===== src/rtl/stream_fifo_pkg.sv =====
// rtl/stream_fifo_pkg.sv - shared defaults for the stream FIFO slice
//
// Holds the default geometry used by the top-level parameters. Widths derived
// from the parameters live as localparams inside each module, because they
// depend on per-instance values.
package stream_fifo_pkg;

  localparam int unsigned FIFO_DEFAULT_WIDTH = 32;
  localparam int unsigned FIFO_DEFAULT_DEPTH = 4;

endpackage : stream_fifo_pkg


===== src/rtl/stream_fifo_regfile.sv =====
// rtl/stream_fifo_regfile.sv - DEPTH x BIT_WIDTH storage, sync write, comb read
//
// Ports:
//   clk    - write clock
//   wen    - write enable, sampled on rising edge
//   waddr  - write address
//   wdata  - write data
//   raddr  - read address
//   rdata  - read data, combinational from raddr
// Contents are deliberately not reset; the owner masks reads while empty.
module stream_fifo_regfile #(
  parameter int unsigned BIT_WIDTH = 32,
  parameter int unsigned DEPTH     = 4,
  localparam int unsigned PTR_W    = $clog2(DEPTH)
) (
  input  logic                 clk,
  input  logic                 wen,
  input  logic [PTR_W-1:0]     waddr,
  input  logic [BIT_WIDTH-1:0] wdata,
  input  logic [PTR_W-1:0]     raddr,
  output logic [BIT_WIDTH-1:0] rdata
);

  logic [BIT_WIDTH-1:0] mem_q [DEPTH];

  always_ff @(posedge clk) begin
    if (wen) begin
      mem_q[waddr] <= wdata;
    end
  end

  assign rdata = mem_q[raddr];

endmodule : stream_fifo_regfile


===== src/rtl/stream_fifo.sv =====
// rtl/stream_fifo.sv - valid/ready FIFO buffering a crossbar output port
//
// Ports:
//   clk       - sole clock, rising edge
//   reset     - asynchronous, active-low reset
//   recv_msg  - incoming word
//   recv_val  - incoming word valid
//   recv_rdy  - FIFO can accept a word (low while in reset or full)
//   send_msg  - head-of-queue word, zero while empty
//   send_val  - head word valid
//   send_rdy  - consumer accepts head word
//   count     - current occupancy, 0..DEPTH
// Both ready and valid come purely from registered state (plus the reset
// level for recv_rdy), so the block can sit after combinational-rdy sources.
module stream_fifo
  import stream_fifo_pkg::*;
#(
  parameter int unsigned BIT_WIDTH = FIFO_DEFAULT_WIDTH,
  parameter int unsigned DEPTH     = FIFO_DEFAULT_DEPTH
) (
  input  logic                   clk,
  input  logic                   reset,
  input  logic [BIT_WIDTH-1:0]   recv_msg,
  input  logic                   recv_val,
  output logic                   recv_rdy,
  output logic [BIT_WIDTH-1:0]   send_msg,
  output logic                   send_val,
  input  logic                   send_rdy,
  output logic [$clog2(DEPTH):0] count
);

  localparam int unsigned PTR_W = $clog2(DEPTH);
  localparam int unsigned CNT_W = PTR_W + 1;

  logic [PTR_W-1:0]     wr_ptr_q, wr_ptr_d;
  logic [PTR_W-1:0]     rd_ptr_q, rd_ptr_d;
  logic [CNT_W-1:0]     count_q,  count_d;
  logic                 empty, full;
  logic                 enq, deq;
  logic [BIT_WIDTH-1:0] head_word;

  assign empty = (count_q == '0);
  assign full  = (count_q == CNT_W'(DEPTH));

  // Full blocks enqueue even when a dequeue fires the same cycle: no
  // pass-through, so recv_rdy never depends on send_rdy.
  assign recv_rdy = !full && reset;
  assign send_val = !empty;

  assign enq = recv_val && recv_rdy;
  assign deq = send_val && send_rdy;

  stream_fifo_regfile #(
    .BIT_WIDTH (BIT_WIDTH),
    .DEPTH     (DEPTH)
  ) u_regfile (
    .clk   (clk),
    .wen   (enq),
    .waddr (wr_ptr_q),
    .wdata (recv_msg),
    .raddr (rd_ptr_q),
    .rdata (head_word)
  );

  // Masking hides stale storage after reset or drain.
  assign send_msg = empty ? '0 : head_word;
  assign count    = count_q;

  always_comb begin
    wr_ptr_d = wr_ptr_q;
    rd_ptr_d = rd_ptr_q;
    count_d  = count_q;
    // DEPTH is a power of two, so plain addition wraps modulo DEPTH.
    if (enq) begin
      wr_ptr_d = wr_ptr_q + PTR_W'(1);
    end
    if (deq) begin
      rd_ptr_d = rd_ptr_q + PTR_W'(1);
    end
    if (enq && !deq) begin
      count_d = count_q + CNT_W'(1);
    end else if (deq && !enq) begin
      count_d = count_q - CNT_W'(1);
    end
  end

  always_ff @(posedge clk or negedge reset) begin
    if (!reset) begin
      wr_ptr_q <= '0;
      rd_ptr_q <= '0;
      count_q  <= '0;
    end else begin
      wr_ptr_q <= wr_ptr_d;
      rd_ptr_q <= rd_ptr_d;
      count_q  <= count_d;
    end
  end

endmodule : stream_fifo


===== config.mk =====
export PLATFORM = sky130hd
export DESIGN_NAME = stream_fifo
export DESIGN_NICKNAME = d
export VERILOG_FILES = /design/src/rtl/stream_fifo_pkg.sv /design/src/rtl/stream_fifo_regfile.sv /design/src/rtl/stream_fifo.sv
export SDC_FILE = /design/constraint.sdc
export NUM_CORES = 1
export LEC_CHECK = 0
export BUFFER_PORTS_ARGS = -buffer_cell sky130_fd_sc_hd__buf_2
export CORE_ASPECT_RATIO = 0.6
export CORE_MARGIN = 8
export CORE_UTILIZATION = 30
export DETAILED_ROUTE_END_ITERATION = 10
export GPL_TIMING_DRIVEN = 0
export SLEW_MARGIN = 20
export SYNTH_ARGS = -nofsm -noshare
export SYNTH_HDL_FRONTEND = slang
export SYNTH_HIERARCHICAL = 1
export SYNTH_SLANG_ARGS = --single-unit

===== constraint.sdc =====
create_clock -name clk -period 4.03 [get_ports clk]
set_input_delay 1.0075 -clock clk [delete_from_list [all_inputs] [get_ports clk]]
set_output_delay 1.0075 -clock clk [all_outputs]
set_load 0.1 [all_outputs]

Word level (Yosys, flattened, before mapping)
Memory sizes are Yosys's and may differ from the RTL's.
Cells that the tools add are included.
{ "totals": {"ff_bits": 7, "mem_bits_rw": 128, "out_inout_bits": 37, "elab_cells": 25, "memories": 1} }
{ "classes": {"add_sub_neg": 4, "n_eq_ne": 1, "muxes": 5, "n_reduce_logical": 11} }
{ "mem_list": {"columns": ["memory", "words", "word_bits", "read_ports", "rd_clocked_by_memory_dff", "write_ports", "line_no", "rtl"], "rows": [
  ["u_regfile.mem_q", 4, 32, 1, 0, 1, "stream_fifo_regfile.sv:24", "logic [BIT_WIDTH-1:0] mem_q [DEPTH];"]
]} }
{ "op_table": {"columns": ["op", "count"], "rows": [
  ["32-bit 2-to-1 mux", 1],
  ["3-bit 2-to-1 mux", 2],
  ["1-bit logical AND", 5],
  ["2-bit by 1-bit adder with 2-bit output (second input constant)", 2],
  ["1-bit zero test", 4],
  ["3-bit by 1-bit adder with 3-bit output (second input constant)", 1],
  ["3-bit == test (second input constant)", 1],
  ["3-bit zero test", 1],
  ["3-bit by 1-bit subtractor with 3-bit output (second input constant)", 1],
  ["1-bit 2-to-1 mux", 2],
  ["2-bit nonzero test", 1]
]} }

Depth between registers and ports, before layout
Gate-level depths: netlist of run 1.
{ "logic_depth": {"word_depth": 8, "ltp_mapped": 9} }

Hierarchy
Netlist of run 1, hierarchy kept.
{ "modules_own_cells": {"columns": ["module", "n_inst", "cells_per_inst", "area_per_inst_um2", "seq_area_each_um2"], "rows": [
  ["stream_fifo_regfile", 1, 171, 4689.5, 3843.7],
  ["stream_fifo", 1, 63, 649.4, 175.2]
]} }

Least setup slack after synthesis of run 1
Ideal clock, no wire load.
{ "synth_timing": {"path_kind": "reg-to-reg", "from": "register count_q[0], in the netlist count[0]", "to": "memory u_regfile.mem_q[0][0], enable pin", "arrival_ns": 3.889, "path_slack_ns": -0.327, "stages_incl_launch_ff": 4, "path_buffers": 0, "period_less_slack_ns": 4.357, "path_cell_list": "dfrtp_1 > nor3b_1 > nor2_1 > nor3b_1"} }
{ "synth_between": {"elab_chain_cells": 6} }
{ "synth_lines": {"columns": ["element", "line_no", "rtl"], "rows": [
  ["from (decl)", "stream_fifo.sv:37", "logic [CNT_W-1:0] count_q, count_d;"],
  ["from (signal assigned)", "stream_fifo.sv:95", "count_q <= count_d;"],
  ["3-bit == test", "stream_fifo.sv:43", "assign full = (count_q == CNT_W'(DEPTH));"],
  ["1-bit zero test", "stream_fifo.sv:47", "assign recv_rdy = !full && reset;"],
  ["1-bit logical AND", "stream_fifo.sv:47", null],
  ["1-bit logical AND", "stream_fifo.sv:50", "assign enq = recv_val && recv_rdy;"],
  ["via enq", "stream_fifo.sv:39", "logic enq, deq;"],
  ["1-bit 2-to-1 mux", "stream_fifo_regfile.sv:27", "if (wen) begin"],
  ["1-bit 2-to-1 mux (not written as such)", "stream_fifo_regfile.sv:28", "mem_q[waddr] <= wdata;"],
  ["to (decl)", "stream_fifo_regfile.sv:24", null]
]} }
The timed path passes the listed nets, and every way through them passes these cells.

Worst setup path after layout of run 1
{ "layout_timing": {"from": "register rd_ptr_q[0]", "to": "output port send_msg[17]"} }
{ "layout_between": {"elab_chain_cells": 2} }
{ "layout_lines": {"columns": ["element", "line_no", "rtl"], "rows": [
  ["from (decl)", "stream_fifo.sv:36", "logic [PTR_W-1:0] rd_ptr_q, rd_ptr_d;"],
  ["from (signal assigned)", "stream_fifo.sv:94", "rd_ptr_q <= rd_ptr_d;"],
  ["memory 4 x 32 bit", null, null],
  ["via head_word[17]", "stream_fifo.sv:40", "logic [BIT_WIDTH-1:0] head_word;"],
  ["32-bit 2-to-1 mux", "stream_fifo.sv:66", "assign send_msg = empty ? '0 : head_word;"],
  ["to (decl)", "stream_fifo.sv:26", "output logic [BIT_WIDTH-1:0] send_msg,"]
]} }
The timed path passes the listed nets, and every way through them passes these cells.

==> results of run 1 <==
==> layer usage <==
metal | track usage, % | routed length [um] | part of all wire, %
met5 | 0 | 26 | 0.25
met4 | 3.68 | 95 | 0.92
met3 | 4.02 | 655 | 6.4
met2 | 15.0 | 4870 | 47
met1 | 11.8 | 4660 | 45
==> sequential cells by signal, summed over array words and instances (netlist names) <==
register and flops:
rd_ptr_q 2, count 3, u_regfile/mem_q 128, wr_ptr_q 2
==> worst reg2reg max path: cells and delay by family (launching register included) <==
kind	cells	cell delay, ns
DFF	1	0.41
and+or+nand+nor	3	1.25
buffers and inverters	1	0.28
==> final timing paths <==
check / endpoint / slack, ns
max in group asynchronous: rd_ptr_q[1]$_DFFE_PN0P_ / 3.43
hold / removal: count[2]$_DFFE_PN0P_ / 0.43
hold reg to reg: count[2]$_DFFE_PN0P_ / 0.51
setup / recovery: send_msg[17] / 0.91
min in group clk: count[2]$_DFFE_PN0P_ / 0.51
setup reg to reg: u_regfile/mem_q[0][12]$_DFFE_PP_ / 1.79
==> logic make-up (layout without fill, tap and decap cells) <==
family / count (synthesis) / in the layout
flip-flops: 135 / 135
AND/OR/NAND/NOR: 45 / 45
multiplexers: 33 / 33
buffers and inverters: 12 / 121
XOR/XNOR: 7 / 7
adder cells (fa/ha/maj): 2 / 2
==> area by class of cell <==
cell class,count,share of cell area [%]
sequential,135,60.3
multi-input combinational,87,18.0
timing repair buffer,77,7.04
clock buffer,17,6.38
tap,234,4.39
buffer,11,1.97
clock inverter,15,1.91
inverter,1,0.0563
==> per-stage QoR <==
step | instances | area, sq um | worst slack [ns] | hold WS (ns) | utilization, %
final | 577 | 6670 | 0.910 | 0.429 | 38.6
after global routing | 577 | 6670 | 0.776 | 0.423 | 38.6
after CTS | 577 | 6670 | 0.858 | 0.414 | 38.6
after detailed placement | 545 | 6120 | 1.02 | 0.495 | 35.4
after global placement | 540 | 6000 | -0.424 | 0.491 | 34.7
after floorplan | 234 | 5340 | 0.475 | 0.487 | -
==> cell usage in the layout (no fill, tap or decap), types with 2 or more instances in the layout <==
cell type	n
sky130_fd_sc_hd__clkbuf_16	17
sky130_fd_sc_hd__nand2_1	2
sky130_fd_sc_hd__xnor2_1	3
sky130_fd_sc_hd__clkinv_2	3
sky130_fd_sc_hd__nor2_1	2
sky130_fd_sc_hd__clkinv_4	2
sky130_fd_sc_hd__and2_1	3
sky130_fd_sc_hd__buf_2	75
sky130_fd_sc_hd__dfrtp_1	7
sky130_fd_sc_hd__clkinv_1	2
sky130_fd_sc_hd__xor2_1	4
sky130_fd_sc_hd__nor3b_1	2
sky130_fd_sc_hd__buf_6	6
sky130_fd_sc_hd__mux4_2	30
sky130_fd_sc_hd__and3b_2	2
sky130_fd_sc_hd__mux4_1	2
sky130_fd_sc_hd__edfxtp_1	128
sky130_fd_sc_hd__clkinvlp_4	3
sky130_fd_sc_hd__buf_16	3
sky130_fd_sc_hd__inv_6	4
sky130_fd_sc_hd__and2_4	29
sky130_fd_sc_hd__buf_12	3
==> metrics.csv, run 1 <==
metric,value,unit
grt_setup_unrepaired,false,
routedWlPerCell,17.9,um
worstPathArrival,2.11,ns
postCtsResizedCells,0,
ff2ff_path_depth,4,
crit_family,buffers and inverters,
maximum_fanout_count_along_the_critical_path,10,
startpoint,rd_ptr_q[0]$_DFFE_PN0P_,
routabilityCongestion,0.700,
cts.sink_count,135,
mappedNetlistArea,5340,sq um
tritoncts.num_buffers,17,
synthesis.nets,272,
initial_utilization,30.9,%
cts_max_path_buffers,2,
filler_cell_count,1579,
remaining_drc_errors,0,
timing.critical_path.depth,5,
multiInputGateArea,1200,sq um
slew_viol_final,0,
antenna_violations_before_repair,3,
timing.max_slew.rel_slack,48.2,%
clk_pin_slew_worst_paths,0.06,ns
cts_root_buf,sky130_fd_sc_hd__clkbuf_16,
timing.rr.start,count[2]$_DFFE_PN0P_,
die_height,119,um
area_growth_syn_to_layout,24.9,%
critPathRequiredTime,3.02,ns
timing.critical_path.slowest_cell_delay,0.49,ns
yosys_register_bits,135,
ios,73,
synth_simple_gate_area_share,6.59,%
min_period_over_period,77.4,%
ctsHoldBuffers,0,
status,"finished, final reports clean",
synth.yosys.warnings,6,
post-synth-top-area-fraction,72.0,%
firstDrtPassIters,6,
postRouteAntennaNets,0,
clkLatencyLatePin,0.41,ns
slew_worst_pin,0.776,ns
detail_route.iter0.violations,95,
ys.flop_type,sky130_fd_sc_hd__edfxtp_1,
dr_total_vias,2529,
core_area,17300,sq um
critPathSlowestCell,sky130_fd_sc_hd__mux4_2,
core.rowCount,37,
min-delay-path-class,in -> async,
clock_tree.htree_level_count,4,
synth_xor_area_share,1.15,%
synthTopCellsByArea,"sky130_fd_sc_hd__edfxtp_1, sky130_fd_sc_hd__mux4_2, sky130_fd_sc_hd__and2_4",
postRouteWirelength,10300,um
synth_mux_area_share,13.9,%
maxCapViolCount,0,
end_kind,output port,
async_set_reset_flop_share_out_of_synthesis,5.19,%
fraction_of_layout_cells_with_a_size_suffix_above_1,53.1,%
worstSetupStartpointType,register,
synth_top_family_by_area,multiplexers,
synth-adder-area-share,0.609,%
timing.critical_path.buf_inv,3,
grt_remaining_overflow,0,
port-buffer-count,72,
synth_enable_flop_cells,128,
cts.repair_timing.setup_buffer_count,0,
grt_pass1_vias,2782,
hold_viol_final,0,
grt_use_total,9.62,%
vias_per_cell,4.38,
clock-skew-final,0.00775,ns
ys_seq_area_share,75.3,%
grt_max_degree,18,
netlist_instances,234,
grt_first_pass_wirelength,16000,um
final.setup.tns,0,ns
worstPathCellList,buf_6 > buf_12 > mux4_2 > and2_1 > buf_2,
fin_nets,368,
finalSetupViolCount,0,
timing.fmax,320,MHz
antenna-diode-count,0,
final-seq-area,4020,sq um
die_x,188,um
synth-compound-area-share,0,%
min_period,3.12,ns
timing.setup.critical_path_class,reg -> out,
post_synth_num_cell_types,23,
cell_type_with_the_largest_total_area_after_synthesis,sky130_fd_sc_hd__edfxtp_1,
synthMostInstantiatedCell,sky130_fd_sc_hd__edfxtp_1,
syn_avg_cell_area,22.8,sq um
die_area,22500,sq um
synth_common_cells,"sky130_fd_sc_hd__edfxtp_1, sky130_fd_sc_hd__mux4_2, sky130_fd_sc_hd__and2_4",
sum_of_net_half_perimeters_after_detailed_placement,6920,um
clock_tree_from_tritoncts,done,
Power of run 1 is not shown: default switching activity piles up to over one toggle a cycle in this logic, so the estimate is an artifact.
==> run 2, diff against run 1 <==
clock period = 3.1 ns   (was 4.03 ns; I/O delays follow)
==> run 2 against run 1 <==
Against the previous run: die area stayed put; first-iteration DRC count is 28% higher; routed wire length is 1.2% higher; register-to-register slack worse by 0.91 ns; via count is 0.91% higher; non-clock buffer count is 1 higher; sequential share of layout area is 0.37 points lower; design area is 0.62% higher; global-route usage is 0.12 points higher; clock skew is 0.00052 ns lower.
==> metrics.csv, run 2 (same netlist as run 1, synthesis figures left out) <==
metric,value,unit,change
postRouteAntennaNets,0,,unchanged
dr_total_vias,2552,,+0.91%
worstPathArrival,2.14,ns,+0.03 ns
finalSetupViolCount,0,,unchanged
sum_of_net_half_perimeters_after_detailed_placement,7150,um,+3.4%
slew_viol_final,0,,unchanged
core_area,17300,sq um,unchanged
clock_tree_from_tritoncts,done,,
dpl.cell_count,546,,+0.18%
die_height,119,um,unchanged
cts_root_buf,sky130_fd_sc_hd__clkbuf_16,,
fin_nets,369,,+0.27%
min-delay-path-class,in -> async,,
worstSetupStartpointType,register,,
min_period_over_period,94.0,%,
critPathRequiredTime,2.32,ns,-0.70 ns
postRouteWirelength,10400,um,+1.2%
core.rowCount,37,,unchanged
area_growth_syn_to_layout,25.7,%,
clk_pin_slew_worst_paths,0.06,ns,about the same
mostFrequentLayoutCell,sky130_fd_sc_hd__edfxtp_1,,
die_area,22500,sq um,unchanged
clock-skew-final,0.00723,ns,-0.000519 ns
die_x,188,um,unchanged
cts.sink_count,135,,unchanged
grt_remaining_overflow,0,,unchanged
largest_register_ffs,128,,unchanged
ios,73,,unchanged
grt_pass1_vias,2881,,+3.6%
finish.cell_count_without_fillers,578,,+0.17%
clkLatencyLatePin,0.40,ns,about the same
initial_utilization,30.9,%,unchanged
antenna_violations_before_repair,0,,-3
timing.max_slew.rel_slack,60.7,%,+13 points
postCtsResizedCells,0,,unchanged
cts_max_path_buffers,2,,unchanged
detail_route.iter0.violations,122,,+28%
top_register,u_regfile/mem_q,,
top_layer,met4,,
slew_worst_pin,0.588,ns,-0.188 ns
antenna-diode-count,0,,unchanged
met3RoutedLength,652,um,-0.46%
timing.setup.critical_path_class,reg -> out,,
wl_met1,4980,um,+6.9%
ctsHoldBuffers,0,,unchanged
clock_tree.htree_level_count,4,,unchanged
grt_use_total,9.74,%,+0.12 points
grt_first_pass_wirelength,16500,um,+3.0%
layout_common_cells,"sky130_fd_sc_hd__edfxtp_1, sky130_fd_sc_hd__buf_2, sky130_fd_sc_hd__mux4_2",,
grt_max_degree,20,,+2
end_kind,output port,,
vias_per_cell,4.42,,+0.73%
routedWlPerCell,18.1,um,+1.0%
min_period,2.91,ns,
firstDrtPassIters,4,,-2
remaining_drc_errors,0,,unchanged
status,"finished, final reports clean",,
cts.repair_timing.setup_buffer_count,0,,unchanged
maximum_fanout_count_along_the_critical_path,10,,unchanged
fraction_of_layout_cells_with_a_size_suffix_above_1,53.8,%,+0.72 points
grt_setup_unrepaired,false,,
maxCapViolCount,0,,unchanged
timing.fmax,343,MHz,
port-buffer-count,72,,unchanged
hold_viol_final,0,,unchanged
routabilityCongestion,0.693,,-0.99%
tritoncts.num_buffers,17,,unchanged
met2_length,4710,um,-3.4%
[run 2: worst max-delay path, stage by stage (launching register included)]
cell and delay [ns]:
sky130_fd_sc_hd__dfrtp_1 0.40, sky130_fd_sc_hd__buf_6 0.17, sky130_fd_sc_hd__buf_12 0.16, sky130_fd_sc_hd__mux4_2 0.51
sky130_fd_sc_hd__and2_1 0.18, sky130_fd_sc_hd__buf_2 0.30
[run 2: worst paths after layout]
check,end,depth (start not counted),from,slack [ns]
worst max-delay path,send_msg[15],5,rd_ptr_q[0]$_DFFE_PN0P_,0.19
worst min-delay path,count[0]$_DFFE_PN0P_,1,reset,0.20
worst max register to register,count[2]$_DFFE_PN0P_,9,count[0]$_DFFE_PN0P_,0.88
worst min register to register,count[2]$_DFFE_PN0P_,1,count[2]$_DFFE_PN0P_,0.51
max in group asynchronous,wr_ptr_q[1]$_DFFE_PN0P_,1,reset,2.73
min in group clk,count[2]$_DFFE_PN0P_,1,count[2]$_DFFE_PN0P_,0.51
[run 2: per-layer routing]
metal  global-route usage [%]  vias to the layer above
met5                        0                        -
met4                     2.94                        0
met3                     3.53                       13
met2                     14.7                       78
met1                     13.0                     1314
li1                         -                     1147
[run 2: cell type report]
type | count | area (sq um)
Inverter | 1 | 3.75
Fill cell | 1565 | 10600
Clock inverter | 15 | 151
Multi-Input combinational cell | 87 | 1200
Timing Repair Buffer | 78 | 484
Sequential cell | 135 | 4020
Clock buffer | 17 | 425
Tap cell | 234 | 293
Buffer | 11 | 131
[run 2: through the flow]
stage / util, % / worst slack, ns / TNS, ns / instance area [sq um] / hold slack [ns]
4_1_cts: 38.9 / 0.154 / 0 / 6710 / 0.191
5_1_grt: 38.9 / 0.102 / 0 / 6710 / 0.199
3_3_place_gp: 34.8 / -0.378 / -34.90 / 6010 / 0.492
6_report: 38.9 / 0.186 / 0 / 6710 / 0.204
2_1_floorplan: - / 0.230 / 0 / 5350 / 0.479
3_5_place_dp: 35.5 / 0.364 / 0 / 6130 / 0.511
Power of run 2 is left out for the same reason.
